$ cat src/rtl/regfile_sequencer.sv
// Multi-cycle register file access controller: two operand reads, optional write-back.
// Define REGFILE_SEQ_ZERO_REG_EN to hard-wire register index 0 to zero.
module regfile_sequencer (
  input  logic        CLK,
  input  logic        N_RST,
  input  logic        START,
  input  logic [4:0]  RS,
  input  logic [4:0]  RT,
  input  logic [4:0]  RD,
  input  logic        WB_EN,
  input  logic [31:0] WB_DATA,
  input  logic [31:0] RF_OUT_DATA,
  output logic [4:0]  REG_SRC0,
  output logic [4:0]  REG_SRC1,
  output logic [4:0]  REG_SRC2,
  output logic [1:0]  REG_SEL,
  output logic [31:0] RF_IN_DATA,
  output logic        RF_N_OE,
  output logic        RF_N_WE,
  output logic [31:0] OP_A,
  output logic [31:0] OP_B,
  output logic        BUSY,
  output logic        DONE
);

  typedef enum logic [2:0] {
    IDLE,
    RD_A,
    RD_B,
    WR_SETUP,
    WR_STROBE,
    WR_HOLD,
    FIN
  } state_t;

  state_t state;
  logic   wb_flag;
  logic   zero_a;
  logic   zero_b;
  logic   zero_d;

`ifdef REGFILE_SEQ_ZERO_REG_EN
  assign zero_a = (REG_SRC0 == 5'd0);
  assign zero_b = (REG_SRC1 == 5'd0);
  assign zero_d = (REG_SRC2 == 5'd0);
`else
  assign zero_a = 1'b0;
  assign zero_b = 1'b0;
  assign zero_d = 1'b0;
`endif

  // Outputs are registered: each one is set on the edge entering the state that owns it,
  // so REG_SEL and the strobes change together and never glitch within a cycle.
  always_ff @(posedge CLK) begin
    if (N_RST) begin
      state      <= IDLE;
      wb_flag    <= 1'b0;
      REG_SRC0   <= 5'd0;
      REG_SRC1   <= 5'd0;
      REG_SRC2   <= 5'd0;
      REG_SEL    <= 2'd0;
      RF_IN_DATA <= 32'd0;
      RF_N_OE    <= 1'b1;
      RF_N_WE    <= 1'b1;
      OP_A       <= 32'd0;
      OP_B       <= 32'd0;
      BUSY       <= 1'b0;
      DONE       <= 1'b0;
    end else begin
      unique case (state)
        IDLE: begin
          if (START) begin
            REG_SRC0   <= RS;
            REG_SRC1   <= RT;
            REG_SRC2   <= RD;
            wb_flag    <= WB_EN;
            RF_IN_DATA <= WB_DATA;
            REG_SEL    <= 2'd0;
            RF_N_OE    <= 1'b0;
            BUSY       <= 1'b1;
            state      <= RD_A;
          end
        end
        RD_A: begin
          OP_A    <= zero_a ? 32'd0 : RF_OUT_DATA;
          REG_SEL <= 2'd1;
          state   <= RD_B;
        end
        RD_B: begin
          OP_B    <= zero_b ? 32'd0 : RF_OUT_DATA;
          RF_N_OE <= 1'b1;
          if (wb_flag) begin
            REG_SEL <= 2'd2;
            state   <= WR_SETUP;
          end else begin
            REG_SEL <= 2'd0;
            DONE    <= 1'b1;
            state   <= FIN;
          end
        end
        WR_SETUP: begin
          // A suppressed write to the zero register still spends the strobe cycle.
          RF_N_WE <= zero_d;
          state   <= WR_STROBE;
        end
        WR_STROBE: begin
          RF_N_WE <= 1'b1;
          state   <= WR_HOLD;
        end
        WR_HOLD: begin
          DONE  <= 1'b1;
          state <= FIN;
        end
        FIN: begin
          DONE    <= 1'b0;
          BUSY    <= 1'b0;
          REG_SEL <= 2'd0;
          state   <= IDLE;
        end
        default: state <= IDLE;
      endcase
    end
  end

endmodule

$ cat config.mk
export PLATFORM = sky130hd
export DESIGN_NAME = regfile_sequencer
export DESIGN_NICKNAME = d
export VERILOG_FILES = /design/src/rtl/regfile_sequencer.sv
export SDC_FILE = /design/constraint.sdc
export NUM_CORES = 1
export LEC_CHECK = 0
export ABC_AREA = 1
export BUFFER_PORTS_ARGS = -buffer_cell sky130_fd_sc_hd__buf_4
export CORE_UTILIZATION = 40
export CTS_CLUSTER_DIAMETER = 50
export CTS_CLUSTER_SIZE = 12
export DETAILED_ROUTE_END_ITERATION = 8
export PLACE_DENSITY = 0.7
export SLEW_MARGIN = 20
export SYNTH_ARGS = -nofsm -noshare
export SYNTH_HDL_FRONTEND = slang
export SYNTH_SLANG_ARGS = --single-unit
$ cat constraint.sdc
create_clock -name CLK -period 1.9 [get_ports CLK]
set_input_delay 0.19 -clock CLK [delete_from_list [all_inputs] [get_ports CLK]]
set_output_delay 0.19 -clock CLK [all_outputs]
set_load 0.01 [all_outputs]
==> flow_metrics.py, run 1 <==
metrics = {
    "status": {
        "status": "complete, no violations",
    },
    "clock_network": {
        "cts_tree": "done",
        "cts_htree_levels": 4,
        "post_cts_buffers": 0,
        "cts.clk_slew.worst_paths_ps": 50,
        "ctsRootBufferMaster": "clkbuf_8",
        "clk-insertion-delay-late_ps": 500,
        "ctsLongestPathBuffers": 2,
        "cts_made_buffers": 17,
        "post_cts_resized": 0,
        "cts.sinks": 121,
    },
    "floorplan": {
        "die-area_um2": 11600,
        "start_util": 0.412,
        "die_h_um": 108,
        "rows": 38,
        "core_um2": 10900,
        "dieWidth_um": 108,
        "ios": 200,
    },
    "place": {
        "place.gp.congestion": 0.827,
        "numPortBuffers": 199,
        "hpwl_um": 7980,
        "dp.cells": 845,
    },
    "global_routing": {
        "grtUsageMet1": 0.244,
        "use_met2": 0.399,
        "busiest_layer": "met2",
        "grt.total_usage": 0.223,
        "gr-total-overflow": 0,
        "antenna_found_initial": 0,
        "grt_pass1_wl_um": 20200,
        "grt_start_max_net_pins": 61,
        "grt_pass1_vias": 4317,
        "grtUsageMet3": 0.0551,
    },
    "layout": {
        "ff_latch_area_um2": 2420,
        "fillers": 807,
        "n_antenna_cell": 0,
        "num-nets-final": 885,
        "final_cell_count_no_fill": 955,
        "layout-area-overhead-vs-synth_pct": 65.1,
        "multi_input_area_um2": 1480,
        "drive_gt1_frac": 0.324,
    },
    "yosys": {
        "synth.most_common_cell": "dfxtp_1",
        "synth_top_cell_area_share": 0.540,
        "yosysSeqAreaShare": 0.540,
        "synth_top_flop_cell": "dfxtp_1",
        "yosys_warnings": 0,
        "yosysTopAreaCell": "dfxtp_1",
        "synth_area_um2": 4490,
        "synth.avg_cell_area_um2": 8.40,
        "ys_async_sr_fraction": 0,
        "syn_inst": 534,
        "synthTopCellsByArea": "dfxtp_1, a21oi_1, o21ai_0",
        "ys_top_cells_by_count": "dfxtp_1, inv_1, a21oi_1, nor2_1, o21ai_0",
        "ys_ff_latch": 121,
        "syn_nets": 617,
        "synth_edf_count": 0,
        "synth_cell_types": 23,
    },
    "critical_path": {
        "critPathKind": "reg -> reg",
        "worstPathRequired_ps": 2310,
        "r2r_slack_ps": 420,
        "cp.arrival_ps": 1890,
        "timing.rr.end": "RF_IN_DATA[12]$_SDFFE_PP0P_",
        "worstSetupEndpointType": "flip-flop",
        "critPathLaunchType": "flip-flop",
        "rr_worst_depth": 5,
        "crit_path_max_fanout": 48,
        "r2r-start": "state[2]$_SDFFE_PP0P_",
    },
    "sta": {
        "slew_headroom": 0.751,
        "tightest_slew_ps": 374,
        "min_period_over_period": 0.777,
        "tns_ps": 0,
        "rsz0062_at_grt": "no",
        "drv_slew": 0,
        "fin_skew_ps": 6.98,
        "hold_violations": 0,
        "clock.fmax_mhz": 678,
        "min_period_ps": 1480,
        "finalSetupViolations": 0,
    },
    "worst_hold_path": {
        "holdPathStages": 3,
        "holdPathEnd": "RF_IN_DATA[5]$_SDFFE_PP0P_",
        "min_path_type": "in -> reg",
        "min_from": "WB_DATA[5]",
    },
    "drt": {
        "routed_wl_um": 12900,
        "drtIter0Drc": 233,
        "via_count": 4436,
        "wl_per_cell_um": 13.5,
        "vias_per_cell": 4.65,
        "drtPass1Iterations": 4,
        "drc": 0,
        "ant_nets": 0,
    },
    "pwr": {
        "vdd_drop_max_uv": 640,
        "power_density_nw_per_um2": 1230,
        "leakage_nw": 3.36,
    },
    "run": {
        "drv_cap": 0,
    },
}
==> layer usage <==
metal  up-vias  share of wire
met1      1993           0.40
met3        39          0.052
met5         -              0
met2       146           0.52
met4         0          0.031
li1       2258              -
==> power breakdown <==
part | switching (W) | internal, W
sequential | 0.000301 | 0.00305
clock | 0.00106 | 0.00227
combinational | 0.00128 | 0.00118
total | 0.00264 | 0.00650
==> worst max-delay path by stage <==
stage          depth (start not counted)  slack, ps                     endpoint                   from
4_1_cts                                5        430  RF_IN_DATA[12]$_SDFFE_PP0P_  state[2]$_SDFFE_PP0P_
3_3_place_gp                           5        530        state[2]$_SDFFE_PP0P_  state[1]$_SDFFE_PP0P_
6_report                               5        420  RF_IN_DATA[12]$_SDFFE_PP0P_  state[2]$_SDFFE_PP0P_
5_1_grt                                5        260        OP_B[22]$_SDFFE_PP0N_  state[1]$_SDFFE_PP0P_
3_5_place_dp                           5        450        state[2]$_SDFFE_PP0P_  state[1]$_SDFFE_PP0P_
2_1_floorplan                          6        730        OP_B[23]$_SDFFE_PP0N_  state[1]$_SDFFE_PP0P_
==> worst max-delay path, stage by stage, from the launching register on <==
cell	delay, ps
dfxtp_1	520
inv_4	110
nand3_4	230
buf_12	250
o21ai_0	100
a21oi_1	170
==> timing repair <==
action                     CTS  global route
hold buffers                78             0
setup endpoints to repair    0             0
hold endpoints to repair   112             0
==> cell families (layout without fill, tap and decap cells) <==
kind of cell / count (synthesis) / count (layout) / share of synthesized area
AOI/OAI and AO/OA: 205 / 205 / 0.246
buffers and inverters: 123 / 404 / 0.131
DFF: 121 / 121 / 0.540
and+or+nand+nor: 85 / 85 / 0.0828
==> stage by stage <==
step	utilization	worst slack (ps)	hold slack [ps]	instance area (um2)	total power (W)
after floorplan	-	732	259	4490	0.00466
after global placement	0.551	535	405	6000	0.00563
after detailed placement	0.551	451	411	6000	0.00570
after CTS	0.680	432	16.6	7410	0.00919
after global routing	0.680	262	21.3	7410	0.00961
final	0.680	424	24.5	7410	0.00914
==> final cells by class <==
| cell class | instances | area share |
|---|---|---|
| Sequential cell | 121 | 0.327 |
| Timing Repair Buffer | 284 | 0.321 |
| Multi-Input combinational cell | 290 | 0.199 |
| Clock buffer | 25 | 0.0654 |
| Inverter | 88 | 0.0453 |
| Tap cell | 140 | 0.0236 |
| Clock inverter | 7 | 0.0186 |
==> cell usage in the layout, fill, tap and decap left out, types with 2 or more instances in the layout <==
| cell type | count |
|---|---|
| buf_4 | 202 |
| o21ai_1 | 51 |
| inv_4 | 2 |
| clkbuf_1 | 4 |
| clkbuf_8 | 5 |
| dfxtp_1 | 121 |
| nor2_1 | 67 |
| clkinv_2 | 2 |
| o21ai_0 | 63 |
| buf_12 | 4 |
| bufinv_16 | 4 |
| nand2_1 | 9 |
| nand3_1 | 3 |
| clkbuf_16 | 16 |
| inv_1 | 83 |
| dlygate4sd3_1 | 78 |
| a21oi_2 | 20 |
| a21oi_1 | 70 |
| inv_2 | 3 |
==> state kept, by name (all words and copies together), names as in the netlist <==
| name | count |
|---|---|
| DONE | 1 |
| REG_SEL | 2 |
| wb_flag | 1 |
| state | 3 |
| BUSY | 1 |
| REG_SRC2 | 5 |
| RF_N_OE | 1 |
| RF_N_WE | 1 |
| REG_SRC1 | 5 |
| RF_IN_DATA | 32 |
| REG_SRC0 | 5 |
| OP_B | 32 |
| OP_A | 32 |
Power figures use the tool's default switching activity.
==> run 2: changes to the inputs <==
--- a/config.mk
+++ b/config.mk
@@ -11,7 +11,7 @@
 export CTS_CLUSTER_DIAMETER = 50
 export CTS_CLUSTER_SIZE = 12
 export DETAILED_ROUTE_END_ITERATION = 8
-export PLACE_DENSITY = 0.7
+export PLACE_DENSITY = 0.72
 export SLEW_MARGIN = 20
 export SYNTH_ARGS = -nofsm -noshare
 export SYNTH_HDL_FRONTEND = slang
==> constraint.sdc (replaced) <==
create_clock -name CLK -period 1.3 [get_ports CLK]
set_input_delay 0.13 -clock CLK [delete_from_list [all_inputs] [get_ports CLK]]
set_output_delay 0.13 -clock CLK [all_outputs]
set_load 0.01 [all_outputs]
==> run 2 against run 1 <==
Compared with the run above:
- non-clock buffer count up 14
- clock-buffer cell count down 5
- flip-flop and latch count unchanged
- first-iteration DRC count down 4.3%
- total power up 49%
- critical path depth down 1
- clock skew about the same
- via count up 5.5%
- combinational power up 58%
- setup slack worse by 350 ps
- critical path type unchanged
- largest power group unchanged
==> flow_metrics.py, run 2 (synthesized netlist as in run 1, its figures left out) <==
metrics = {
    "status": {
        "status": "complete, no violations",
    },
    "sta": {
        "fin_skew_ps": 6.53,
        "tightest_slew_ps": 305,
        "hold_violations": 0,
        "fin_ws_ps": 78.1,
        "slew_headroom": 0.797,
        "whs_ps": 379,
        "min_period_over_period": 0.940,
        "drv_slew": 0,
        "tns_ps": 0,
        "finalSetupViolations": 0,
        "clock.fmax_mhz": 818,
        "min_period_ps": 1220,
        "rsz0062_at_grt": "no",
    },
    "critical_path": {
        "crit_path_max_fanout": 32,
        "r2r-start": "state[1]$_SDFFE_PP0P_",
        "r2r_slack_ps": 80,
        "worstPathRequired_ps": 1700,
        "cp.arrival_ps": 1630,
        "path_buf_inv": 2,
        "critPathKind": "reg -> reg",
        "crit_chain": "inv_2 -> nand3_2 -> bufbuf_16 -> a21oi_1",
        "timing.rr.end": "OP_A[1]$_SDFFE_PP0P_",
        "critPathLaunchType": "flip-flop",
        "max_stage_delay_ps": 430,
        "cp_slowest_cell": "dfxtp_2",
        "crit_family": "buffers and inverters",
        "worstSetupEndpointType": "flip-flop",
        "rr_worst_depth": 4,
    },
    "clock_network": {
        "cts_made_buffers": 17,
        "cts.clk_slew.worst_paths_ps": 60,
        "clk-insertion-delay-late_ps": 520,
        "cts_htree_levels": 4,
        "cts.sinks": 121,
        "cts_tree": "done",
        "ctsRootBufferMaster": "clkbuf_8",
        "ctsLongestPathBuffers": 2,
    },
    "drt": {
        "vias_per_cell": 4.83,
        "routed_wl_um": 13900,
        "wl_per_cell_um": 14.3,
        "via_count": 4680,
        "ant_nets": 0,
        "drtPass1Iterations": 5,
        "drc": 0,
        "drtIter0Drc": 223,
    },
    "pwr": {
        "power_density_nw_per_um2": 1790,
        "leakage_nw": 3.47,
        "vdd_drop_max_uv": 1040,
    },
    "place": {
        "place.gp.congestion": 0.751,
        "place_ws_ps": -32.4,
        "numPortBuffers": 199,
        "postPlaceCellArea_um2": 6110,
        "hpwl_um": 8380,
        "dp.cells": 853,
    },
    "layout": {
        "multi_input_area_um2": 1480,
        "post-route-cell-area_um2": 7600,
        "final_common_cell": "buf_4",
        "drive_gt1_frac": 0.337,
        "layout-area-overhead-vs-synth_pct": 69.3,
        "n_antenna_cell": 0,
        "final_cell_count_no_fill": 969,
        "final_cell_mix": "buf_4, dfxtp_1, inv_1",
        "fillers": 785,
        "ff_latch_area_um2": 2420,
        "reg_top3": "OP_A x32, OP_B x32, RF_IN_DATA x32",
        "num-nets-final": 899,
    },
    "floorplan": {
        "start_util": 0.412,
        "die-area_um2": 11600,
        "core_um2": 10900,
        "dieWidth_um": 108,
        "ios": 200,
        "die_h_um": 108,
        "rows": 38,
    },
    "run": {
        "drv_cap": 0,
    },
    "global_routing": {
        "grt_pass1_vias": 4649,
        "gr-total-overflow": 0,
        "grt.total_usage": 0.242,
        "grt_start_max_net_pins": 58,
        "grt_pass1_wl_um": 21600,
        "antenna_found_initial": 0,
    },
    "worst_hold_path": {
        "min_path_type": "in -> reg",
        "min_from": "N_RST",
        "holdPathStages": 3,
        "holdPathEnd": "state[1]$_SDFFE_PP0P_",
    },
}
run 2: cell count changes in the layout (fill, tap and decap cells not counted), moves of 2 or more:
cell,delta
buf_4,+5
buf_12,+4
dlygate4sd3_1,+4
clkbuf_1,-3
clkbuf_8,-2
clkinv_2,+2
clkinv_4,+2
dfxtp_1,-2
dfxtp_2,+2
o21ai_0,-2
o21ai_1,+2
run 2: how the worst max path moves through the flow:
| stage | slack (ps) | from | end | cells past startpoint |
|---|---|---|---|---|
| after floorplan | 130 | state[1]$_SDFFE_PP0P_ | OP_B[23]$_SDFFE_PP0N_ | 6 |
| after global placement | 60 | state[1]$_SDFFE_PP0P_ | OP_A[27]$_SDFFE_PP0P_ | 5 |
| after global routing | 2 | state[1]$_SDFFE_PP0P_ | OP_B[18]$_SDFFE_PP0N_ | 5 |
| final | 80 | state[1]$_SDFFE_PP0P_ | OP_A[1]$_SDFFE_PP0P_ | 4 |
| after detailed placement | -30 | state[1]$_SDFFE_PP0P_ | OP_A[30]$_SDFFE_PP0P_ | 5 |
| after CTS | 7 | state[0]$_SDFFE_PP0P_ | REG_SRC1[3]$_SDFFE_PP0P_ | 5 |
run 2: cell type report:
| type | count | area share |
|---|---|---|
| Clock buffer | 20 | 0.0586 |
| Clock inverter | 12 | 0.0227 |
| Inverter | 88 | 0.0441 |
| Multi-Input combinational cell | 290 | 0.194 |
| Sequential cell | 121 | 0.319 |
| Tap cell | 140 | 0.0231 |
| Timing Repair Buffer | 298 | 0.338 |
run 2: tightest hold or removal path, stage by stage:
cell	delay, ps
dlygate4sd3_1	530
buf_4	150
a21oi_1	40
run 2: repair_timing:
action                     in CTS  in global routing
gates resized for setup         1                  3
buffers inserted                0                  1
hold endpoints to repair      118                  0
setup endpoints to repair      25                 48
pin swaps                       0                  1
hold buffers                   82                  0
cloned                          1                  0
run 2: power by group:
group | switching (W) | internal, W
clock network | 0.00165 | 0.00320
logic | 0.00197 | 0.00192
registers | 0.000421 | 0.00446
total | 0.00405 | 0.00959
run 2: stage by stage:
step            util  total power, W
4_1_cts        0.697          0.0137
2_1_floorplan      -         0.00681
6_report       0.698          0.0136
3_3_place_gp   0.562         0.00836
3_5_place_dp   0.562         0.00849
5_1_grt        0.698          0.0143
run 2: metal layers:
layer / up-vias / GRT usage / share of wire
met1: 2167 / 0.247 / 0.38
met5: - / 0 / 0
met2: 177 / 0.430 / 0.52
met3: 52 / 0.0642 / 0.053
met4: 0 / 0.164 / 0.042
li1: 2284 / - / -
==> run 3: changes to the inputs <==
--- a/config.mk
+++ b/config.mk
@@ -11,6 +11,7 @@
 export CTS_CLUSTER_DIAMETER = 50
 export CTS_CLUSTER_SIZE = 12
 export DETAILED_ROUTE_END_ITERATION = 8
+export GPL_ROUTABILITY_DRIVEN = 1
 export PLACE_DENSITY = 0.72
 export SLEW_MARGIN = 20
 export SYNTH_ARGS = -nofsm -noshare
==> constraint.sdc (replaced) <==
create_clock -name CLK -period 1.1 [get_ports CLK]
set_input_delay 0.11 -clock CLK [delete_from_list [all_inputs] [get_ports CLK]]
set_output_delay 0.11 -clock CLK [all_outputs]
set_load 0.01 [all_outputs]
==> run 3 against run 2 <==
Compared with the run above:
- the run now ends with setup timing left
- critical path depth up 3
- largest power group is now combinational cells
- non-clock buffer count up 38
- register-to-register slack worse by 330 ps
- utilization up 14 points
- die area unchanged
- cell area up 21%
- first-iteration DRC count up 71%
- clock power up 12%
- critical endpoint is now OP_B[11]$_SDFFE_PP0N_
- global-route usage up 1.7 points
- clock-buffer cell count up 4
- maximum frequency down 9.3%
- highest routed layer unchanged
==> flow_metrics.py, run 3 (synthesized netlist as in run 1, its figures left out) <==
metrics = {
    "place": {
        "place_ws_ps": -103,
        "place.gp.congestion": 0.817,
        "postPlaceCellArea_um2": 6130,
        "numPortBuffers": 199,
        "dp.cells": 855,
        "hpwl_um": 8030,
    },
    "clock_network": {
        "ctsRootBufferMaster": "clkbuf_8",
        "cts.sinks": 121,
        "clk-insertion-delay-late_ps": 520,
        "cts_made_buffers": 17,
        "cts_htree_levels": 4,
        "cts.clk_slew.worst_paths_ps": 60,
        "cts_tree": "done",
        "ctsLongestPathBuffers": 2,
    },
    "sta": {
        "min_period_over_period": 1.23,
        "tightest_slew_ps": 344,
        "drv_slew": 0,
        "rsz0062_at_grt": "yes",
        "clock.fmax_mhz": 742,
        "fin_ws_ps": -248,
        "min_period_ps": 1350,
        "slew_headroom": 0.771,
        "hold_violations": 0,
        "fin_skew_ps": 12.7,
        "whs_ps": 89.6,
        "finalSetupViolations": 119,
    },
    "layout": {
        "reg_top3": "OP_A x32, OP_B x32, RF_IN_DATA x32",
        "final_common_cell": "buf_6",
        "final_cell_mix": "buf_6, dfxtp_2, buf_4",
        "num-nets-final": 937,
        "layout-area-overhead-vs-synth_pct": 104,
        "post-route-cell-area_um2": 9170,
        "drive_gt1_frac": 0.619,
        "final_cell_count_no_fill": 1008,
    },
    "pwr": {
        "internal-power_w": 0.0126,
        "p_sw_frac": 0.321,
        "clkPwrFrac": 0.291,
        "seqPwrFrac": 0.333,
        "comb_power_share": 0.376,
        "leakage_nw": 3.97,
        "vdd_drop_max_uv": 1200,
        "power_density_nw_per_um2": 2030,
        "p_sw_w": 0.00598,
    },
    "global_routing": {
        "gr-total-overflow": 0,
        "grt_pass1_vias": 4828,
        "grt_pass1_wl_um": 23000,
        "antenna_found_initial": 1,
        "grt_start_max_net_pins": 67,
        "grt.total_usage": 0.259,
    },
    "floorplan": {
        "core_um2": 10900,
        "die_h_um": 108,
        "start_util": 0.412,
        "dieWidth_um": 108,
        "die-area_um2": 11600,
        "ios": 200,
        "rows": 38,
    },
    "drt": {
        "vias_per_cell": 5.13,
        "drtPass1Iterations": 4,
        "drc": 0,
        "via_count": 5171,
        "ant_nets": 0,
        "drtIter0Drc": 381,
        "routed_wl_um": 19200,
        "wl_per_cell_um": 19.0,
    },
    "worst_hold_path": {
        "min_path_type": "in -> reg",
        "holdPathStages": 5,
    },
    "critical_path": {
        "worstSetupEndpointType": "flip-flop",
        "worstPathRequired_ps": 1490,
        "rr_worst_depth": 7,
        "crit_path_max_fanout": 8,
        "critPathLaunchType": "flip-flop",
        "cp.arrival_ps": 1740,
        "critPathKind": "reg -> reg",
    },
    "status": {
        "violations": "setup timing",
        "status": "finished, violations left",
    },
    "run": {
        "drv_cap": 0,
    },
}
run 3: worst paths after layout:
path                                             from               endpoint  slack (ps)
worst max-delay path            state[0]$_SDFFE_PP0P_  OP_B[11]$_SDFFE_PP0N_        -250
worst min-delay path                            START  state[0]$_SDFFE_PP0P_          90
worst max register to register  state[0]$_SDFFE_PP0P_  OP_B[11]$_SDFFE_PP0N_        -250
worst min register to register  OP_A[26]$_SDFFE_PP0P_  OP_A[26]$_SDFFE_PP0P_         450
run 3: stage by stage:
stage | total power, W | setup TNS [ps] | utilization
finish | 0.0186 | -10700 | 0.842
global route | 0.0193 | -15820 | 0.842
CTS | 0.0166 | -4070 | 0.740
detailed placement | 0.0101 | -3920 | 0.563
global placement | 0.00992 | -440 | 0.563
floorplan | 0.00805 | 0 | -
run 3: worst max-delay path, stage by stage (launching register included):
cell,delay (ps)
dfxtp_4,380
inv_4,70
nand2_4,70
nor2_8,190
inv_6,80
clkbuf_16,180
nor2_1,170
nor2_1,80
run 3: metal layers:
layer	vias to the layer above	GRT usage	wire, um
li1	2369	-	-
met1	2503	0.279	7140
met2	233	0.466	10200
met3	66	0.0745	1020
met4	0	0.118	819
met5	-	0	0
run 3: final cells by class:
class                           instances  area, um2
Timing Repair Buffer                  336       3570
Sequential cell                       121       2580
Multi-Input combinational cell        290       1930
Fill cell                             541       1720
Clock buffer                           24        480
Inverter                               88        340
Tap cell                              140        175
Clock inverter                          8       92.6
Antenna cell                            1       2.50
run 3: power groups by stage:
stage	registers (W)	clock network [W]	logic (W)
floorplan	0.00620	0	0.00185
global placement	0.00581	0	0.00411
detailed placement	0.00585	0	0.00422
CTS	0.00585	0.00541	0.00534
global route	0.00627	0.00569	0.00736
finish	0.00620	0.00542	0.00700
run 3: repair_timing:
action | CTS | global route
gates resized for setup | 141 | 265
endpoints found under the hold margin | 119 | 0
cloned | 6 | 8
pin swaps | 14 | 11
hold buffers | 81 | 0
setup buffers | 10 | 15
setup endpoints to repair | 160 | 238
